<file path="src/rtl/rv32i_pkg.sv">
// Shared definitions for the RV32I pipeline control: opcodes, scoreboard
// entry layout, control FSM states and small decode helpers.
package rv32i_pkg;

  localparam logic [6:0] OP_R      = 7'b0110011;
  localparam logic [6:0] OP_IMM    = 7'b0010011;
  localparam logic [6:0] OP_LOAD   = 7'b0000011;
  localparam logic [6:0] OP_STORE  = 7'b0100011;
  localparam logic [6:0] OP_BRANCH = 7'b1100011;
  localparam logic [6:0] OP_JAL    = 7'b1101111;
  localparam logic [6:0] OP_JALR   = 7'b1100111;
  localparam logic [6:0] OP_LUI    = 7'b0110111;
  localparam logic [6:0] OP_AUIPC  = 7'b0010111;

  localparam logic [31:0] NOP_IW = 32'h00000013;

  // One in-flight destination register record.
  typedef struct packed {
    logic       valid;
    logic       wb;
    logic       is_load;
    logic [4:0] rd;
  } sb_entry_t;

  typedef enum logic {
    RUN   = 1'b0,
    FLUSH = 1'b1
  } ctrl_state_t;

  function automatic logic uses_rs1(input logic [6:0] op);
    return (op == OP_R) || (op == OP_IMM) || (op == OP_LOAD) ||
           (op == OP_JALR) || (op == OP_STORE) || (op == OP_BRANCH);
  endfunction

  function automatic logic uses_rs2(input logic [6:0] op);
    return (op == OP_R) || (op == OP_STORE) || (op == OP_BRANCH);
  endfunction

  function automatic logic writes_rd(input logic [6:0] op);
    return (op != OP_STORE) && (op != OP_BRANCH);
  endfunction

endpackage

</file>
<file path="src/rtl/rv32i_pipe_ctrl_hazard.sv">
// Read-after-write hazard detection: decodes which source registers the
// ID instruction reads and compares them against the in-flight scoreboard.
import rv32i_pkg::*;

module rv32i_hazard_unit #(
  parameter bit FORWARD_EN = 1'b0
) (
  input  logic [6:0] opcode,
  input  logic [4:0] rs1,
  input  logic [4:0] rs2,
  input  logic       id_valid,
  input  sb_entry_t  sb_ex,
  input  sb_entry_t  sb_mem,
  input  sb_entry_t  sb_wb,
  output logic       hazard
);

  logic use1;
  logic use2;
  logic m_ex;
  logic m_mem;
  logic m_wb;
  logic unused_sb;

  // The load flag only matters for the EX entry.
  assign unused_sb = sb_mem.is_load ^ sb_wb.is_load;

  // x0 is never a real dependency, so a zero source register never matches.
  function automatic logic entry_hit(input sb_entry_t e, input logic u1,
                                     input logic u2, input logic [4:0] r1,
                                     input logic [4:0] r2);
    return e.valid && e.wb &&
           ((u1 && (r1 != 5'd0) && (r1 == e.rd)) ||
            (u2 && (r2 != 5'd0) && (r2 == e.rd)));
  endfunction

  // Source usage decode and per-stage match, then forwarding-dependent select.
  always_comb begin
    use1   = uses_rs1(opcode);
    use2   = uses_rs2(opcode);
    m_ex   = entry_hit(sb_ex,  use1, use2, rs1, rs2);
    m_mem  = entry_hit(sb_mem, use1, use2, rs1, rs2);
    m_wb   = entry_hit(sb_wb,  use1, use2, rs1, rs2);
    hazard = id_valid && (FORWARD_EN ? (m_ex && sb_ex.is_load)
                                     : (m_ex || m_mem || m_wb));
  end

endmodule

</file>
<file path="src/rtl/rv32i_pipe_ctrl.sv">
// Central sequencer for the 5-stage RV32I pipe. Tracks in-flight
// destinations, stalls ID on RAW hazards, flushes IF/ID after redirects,
// freezes everything while data memory is busy, and counts stall/flush cycles.
//
// Handshake: there is no valid/ready pairing here; a stage register loads
// exactly on a cycle where its *_en is 1, and a *_flush of 1 on that cycle
// makes it load a NOP instead of its incoming data.
import rv32i_pkg::*;

module rv32i_pipe_ctrl #(
  parameter bit FORWARD_EN   = 1'b0,
  parameter int FLUSH_CYCLES = 1,
  parameter int CNT_W        = 32
) (
  input  logic             clk,
  input  logic             reset,
  input  logic [31:0]      id_iw,
  input  logic             id_valid,
  input  logic             ex_redirect,
  input  logic             mem_busy,
  output logic             pc_en,
  output logic             if_id_en,
  output logic             id_ex_en,
  output logic             ex_mem_en,
  output logic             mem_wb_en,
  output logic             if_flush,
  output logic             id_flush,
  output logic             id_stall,
  output logic [CNT_W-1:0] stall_cnt,
  output logic [CNT_W-1:0] flush_cnt
);

  ctrl_state_t state;
  logic [2:0]  flush_ctr;
  sb_entry_t   sb_ex;
  sb_entry_t   sb_mem;
  sb_entry_t   sb_wb;
  logic        hazard_raw;
  logic        hazard_act;
  logic        flush_any;
  logic        take_id;
  sb_entry_t   id_entry;
  logic        unused_iw;

  // funct3/funct7 carry no register-usage information.
  assign unused_iw = ^{id_iw[31:25], id_iw[14:12]};

  rv32i_hazard_unit #(
    .FORWARD_EN (FORWARD_EN)
  ) u_hazard (
    .opcode   (id_iw[6:0]),
    .rs1      (id_iw[19:15]),
    .rs2      (id_iw[24:20]),
    .id_valid (id_valid),
    .sb_ex    (sb_ex),
    .sb_mem   (sb_mem),
    .sb_wb    (sb_wb),
    .hazard   (hazard_raw)
  );

  // Redirect and flush outrank the hazard; the flushed ID instruction never issues.
  always_comb begin
    flush_any           = ex_redirect || (state == FLUSH);
    hazard_act          = hazard_raw && !flush_any;
    take_id             = id_valid && !flush_any && !hazard_act;
    id_entry            = '0;
    id_entry.valid      = take_id;
    id_entry.wb         = take_id && writes_rd(id_iw[6:0]);
    id_entry.is_load    = take_id && (id_iw[6:0] == OP_LOAD);
    id_entry.rd         = take_id ? id_iw[11:7] : 5'd0;
  end

  // Control outputs: reset > freeze > redirect/flush > hazard > run.
  always_comb begin
    pc_en     = 1'b1;
    if_id_en  = 1'b1;
    id_ex_en  = 1'b1;
    ex_mem_en = 1'b1;
    mem_wb_en = 1'b1;
    if_flush  = 1'b0;
    id_flush  = 1'b0;
    id_stall  = 1'b0;
    if (reset) begin
      {pc_en, if_id_en, id_ex_en, ex_mem_en, mem_wb_en} = '0;
      if_flush = 1'b1;
      id_flush = 1'b1;
    end else if (mem_busy) begin
      {pc_en, if_id_en, id_ex_en, ex_mem_en, mem_wb_en} = '0;
    end else if (flush_any) begin
      if_flush = 1'b1;
      id_flush = 1'b1;
    end else if (hazard_act) begin
      pc_en    = 1'b0;
      if_id_en = 1'b0;
      id_flush = 1'b1;
      id_stall = 1'b1;
    end
  end

  // FSM, scoreboard shift and counters; everything holds while memory is busy.
  always_ff @(posedge clk) begin
    if (reset) begin
      state     <= RUN;
      flush_ctr <= '0;
      sb_ex     <= '0;
      sb_mem    <= '0;
      sb_wb     <= '0;
      stall_cnt <= '0;
      flush_cnt <= '0;
    end else if (!mem_busy) begin
      sb_wb  <= sb_mem;
      sb_mem <= sb_ex;
      sb_ex  <= id_entry;
      if (ex_redirect) begin
        if (FLUSH_CYCLES > 1) begin
          state     <= FLUSH;
          flush_ctr <= 3'(FLUSH_CYCLES - 1);
        end else begin
          state     <= RUN;
          flush_ctr <= '0;
        end
      end else if (state == FLUSH) begin
        if (flush_ctr <= 3'd1) begin
          state     <= RUN;
          flush_ctr <= '0;
        end else begin
          flush_ctr <= flush_ctr - 3'd1;
        end
      end
      if (id_stall && (stall_cnt != '1)) stall_cnt <= stall_cnt + 1'b1;
      if (if_flush && (flush_cnt != '1)) flush_cnt <= flush_cnt + 1'b1;
    end
  end

endmodule

</file>
<file path="config.mk">
export PLATFORM = sky130hd
export DESIGN_NAME = rv32i_pipe_ctrl
export DESIGN_NICKNAME = d
export VERILOG_FILES = /design/src/rtl/rv32i_pkg.sv /design/src/rtl/rv32i_pipe_ctrl_hazard.sv /design/src/rtl/rv32i_pipe_ctrl.sv
export SDC_FILE = /design/constraint.sdc
export NUM_CORES = 1
export LEC_CHECK = 0
export ABC_CLOCK_PERIOD_IN_PS = 3800
export BUFFER_PORTS_ARGS = -buffer_cell sky130_fd_sc_hd__buf_2
export CORE_ASPECT_RATIO = 1.25
export CORE_MARGIN = 2
export CORE_UTILIZATION = 50
export CTS_CLUSTER_DIAMETER = 60
export DETAILED_ROUTE_END_ITERATION = 10
export GPL_TIMING_DRIVEN = 0
export PLACE_DENSITY = 0.83
export SYNTH_ARGS = -nofsm -noshare
export SYNTH_HDL_FRONTEND = slang
export SYNTH_HIERARCHICAL = 1
export SYNTH_SLANG_ARGS = --single-unit
</file>
<file path="constraint.sdc">
create_clock -name clk -period 3.8 [get_ports clk]
set_input_delay 0 -clock clk [delete_from_list [all_inputs] [get_ports clk]]
set_output_delay 0 -clock clk [all_outputs]
set_load 0.05 [all_outputs]
</file>
==> qor.yml <==
grt_antenna_before_repair: 0
timing.rr.start: "sb_mem[4]"
finalNetCount: 725
finalCritPeriodShare_pct: 94.44
cts.sinks: 89
htreeDepth: 3
yosys_warnings: 6
worst_slew_pin_slew_ns: 0.9377
hold_path.class: "input pin to register"
critical_path_peak_fanout: 9
globalRoute.totalOverflow: 0
hold_viol: 0
grt_first_pass_wirelength_um: 21870
preCtsSetupSlack_ns: 0.2827
multi_input_combinational_cell_area_mm2: 0.002834
clock_tree.root_cell: "sky130_fd_sc_hd__clkbuf_16"
initial_core_util_pct: 51.88
pwr-share-comb_pct: 7.0
power_frac_seq_pct: 45.8
reg2regPathDepth: 10
setup_crit_end_kind: "register"
clk_pin_slew_worst_paths_ns: 0.06
placeableCoreArea_mm2: 0.009223
tritoncts.num_buffers: 9
hold_path_depth: 4
tns_ns: 0
power.internal_uw: 1615
number_of_global_route_vias_before_repair: 4601
maxCapViolations: 0
timing.reg2reg.setup_slack_ns: 0.21
drt-wirelength-per-cell_um: 16.63
timing.max_slew.rel_slack_pct: 36.91
mappedNetlistArea_mm2: 0.004785
cts.path.max_buffers: 2
clock_power_share_pct: 47.2
fin_ws_ns: 0.2113
critPathRequiredTime_ns: 4.07
syn_avg_cell_area_um2: 8.365
whs_endpoint: "sb_ex[6]"
die_width_um: 91.50
routed_wl_um: 13500
grt_util_all_layers_pct: 25.63
detailedPlacementHpwl_um: 9934
status: "complete, no violations"
kind_of_launch_point_of_the_worst_setup_path: "register"
insertedDiodeCount: 0
hold_path_startpoint: "id_iw[5]"
arrival_ns: 3.86
clock_latency_at_the_later_pin_of_the_worst_skew_pair_ns: 0.34
post_synth_inst_count: 572
vdd_drop_max_mv: 0.2951
rsz0062_at_grt: "no"
worstSetupPathType: "register to register"
fillerInstances: 813
static-leakage-power_uw: 0.002164
synthToLayoutAreaGrowth_pct: 21.42
finClkSkew_ns: 0.006822
regToRegEndpoint: "stall_cnt[29]"
grt_max_degree: 14
layout-drive-gt1-share_pct: 20.61
drc: 0
max_clock_freq_ghz: 0.2787
fin_worst_hold_slack_ns: 0.02095
power.switching_fraction_pct: 21.86
cts_post_setup_buffers_inserted: 0
setup_viol: 0
via_per_inst: 6.121
floorplan.die.height_um: 113.4
regArea_mm2: 0.001782
detail_route.first_pass.iterations: 6
first_iter_violations: 333
final_antenna_net_count: 0
vias: 4970
final_period_minus_worst_setup_slack_ns: 3.589
p_sw_uw: 451.9
placer_congestion: 0.8687
num_io_pins: 109
powerDensity_mw_per_mm2: 355.8
buffers_on_ports: 97
final_max_slew_viol_count: 0
synthesis.nets: 612
tritoncts: "done"
die-area_mm2: 0.01037
core.rowCount: 39
## cell usage in the layout (no fill, tap or decap), types with 3 or more instances in the layout
cell	instances
sky130_fd_sc_hd__nor2b_1	8
sky130_fd_sc_hd__o41ai_1	4
sky130_fd_sc_hd__o211ai_1	5
sky130_fd_sc_hd__clkbuf_1	19
sky130_fd_sc_hd__nand2_1	35
sky130_fd_sc_hd__o31ai_1	17
sky130_fd_sc_hd__buf_4	3
sky130_fd_sc_hd__a211oi_1	3
sky130_fd_sc_hd__nor4_1	19
sky130_fd_sc_hd__or4_1	22
sky130_fd_sc_hd__clkbuf_8	3
sky130_fd_sc_hd__mux2i_1	16
sky130_fd_sc_hd__dlygate4sd3_1	5
sky130_fd_sc_hd__a2111oi_0	4
sky130_fd_sc_hd__or2_2	3
sky130_fd_sc_hd__nand4_1	29
sky130_fd_sc_hd__and4_1	6
sky130_fd_sc_hd__a22oi_1	7
sky130_fd_sc_hd__clkbuf_16	9
sky130_fd_sc_hd__mux2_2	8
sky130_fd_sc_hd__nand3_1	27
sky130_fd_sc_hd__xor2_1	8
sky130_fd_sc_hd__or3_1	17
sky130_fd_sc_hd__a21oi_1	37
sky130_fd_sc_hd__inv_1	11
sky130_fd_sc_hd__o21ai_0	16
sky130_fd_sc_hd__ha_1	3
sky130_fd_sc_hd__dfxtp_1	89
sky130_fd_sc_hd__buf_2	101
sky130_fd_sc_hd__xnor2_1	39
sky130_fd_sc_hd__nor2_1	70
sky130_fd_sc_hd__nor3_1	7
sky130_fd_sc_hd__buf_1	5
## layout make-up
cell class | count | area share, %
tap | 123 | 2.649
timing repair buffer | 102 | 9.218
clock buffer | 13 | 4.652
buffer | 30 | 2.218
sequential | 89 | 30.67
multi-input combinational | 441 | 48.78
clock inverter | 2 | 1.034
inverter | 12 | 0.7754
## worst max-delay path by stage
stage | start | endpoint | slack [ns] | cells past startpoint
after floorplan | sb_mem[1] | stall_cnt[29] | 0.61 | 10
after global placement | sb_mem[1] | stall_cnt[29] | 0.33 | 10
after CTS | sb_mem[4] | stall_cnt[29] | 0.26 | 10
after detailed placement | sb_mem[4] | stall_cnt[29] | 0.28 | 10
final | sb_mem[4] | stall_cnt[29] | 0.21 | 10
after global routing | sb_mem[4] | stall_cnt[29] | 0.1 | 10
## state kept, by name, indices dropped and copies added, names as in the netlist
name,cells
sb_wb,7
sb_mem,7
flush_cnt,32
sb_ex,7
state,1
flush_ctr,3
stall_cnt,32
## through the flow
stage	power, uW	utilization (%)	area, um2	cells
after floorplan	1055	-	4785	572
after global placement	1101	58.81	5424	792
after detailed placement	1106	58.81	5424	792
after CTS	2076	62.94	5804	812
after global routing	2127	62.99	5809	812
final	2067	62.99	5809	812
## power groups by stage
stage / sequential [uW] / combinational (uW) / clock (uW)
2_1_floorplan: 972 / 82.8 / 0
3_3_place_gp: 966 / 135 / 0
3_5_place_dp: 967 / 139 / 0
4_1_cts: 946 / 144 / 986
5_1_grt: 947 / 157 / 1020
6_report: 946 / 145 / 975
## worst max-delay path, stage by stage (launching register included)
cell and delay [ns]:
sky130_fd_sc_hd__dfxtp_1 0.40, sky130_fd_sc_hd__xnor2_1 0.16, sky130_fd_sc_hd__nand4_1 0.12, sky130_fd_sc_hd__or3_1 0.37
sky130_fd_sc_hd__a211o_1 0.27, sky130_fd_sc_hd__a31oi_1 0.48, sky130_fd_sc_hd__nand3_2 0.35, sky130_fd_sc_hd__clkinv_1 0.27
sky130_fd_sc_hd__nand3_1 0.27, sky130_fd_sc_hd__or4b_2 0.68, sky130_fd_sc_hd__a21oi_1 0.16
## per-layer routing
layer	part of all wire, %	routed length, um	GRT usage [%]	vias up
met5	0	0	0	-
met4	2.0	265	11.01	0
met3	6.3	844	3.038	24
met2	50	6764	45.00	219
met1	42	5627	31.62	2371
li1	-	-	-	2356
## repair_timing
| action | 4_1_cts | 5_1_grt |
|---|---|---|
| gates resized for setup | 0 | 1 |
| setup endpoints to repair | 0 | 1 |
| hold endpoints to repair | 5 | 0 |
| hold buffers | 5 | 0 |
No activity file was read; power rests on OpenSTA's default activity.
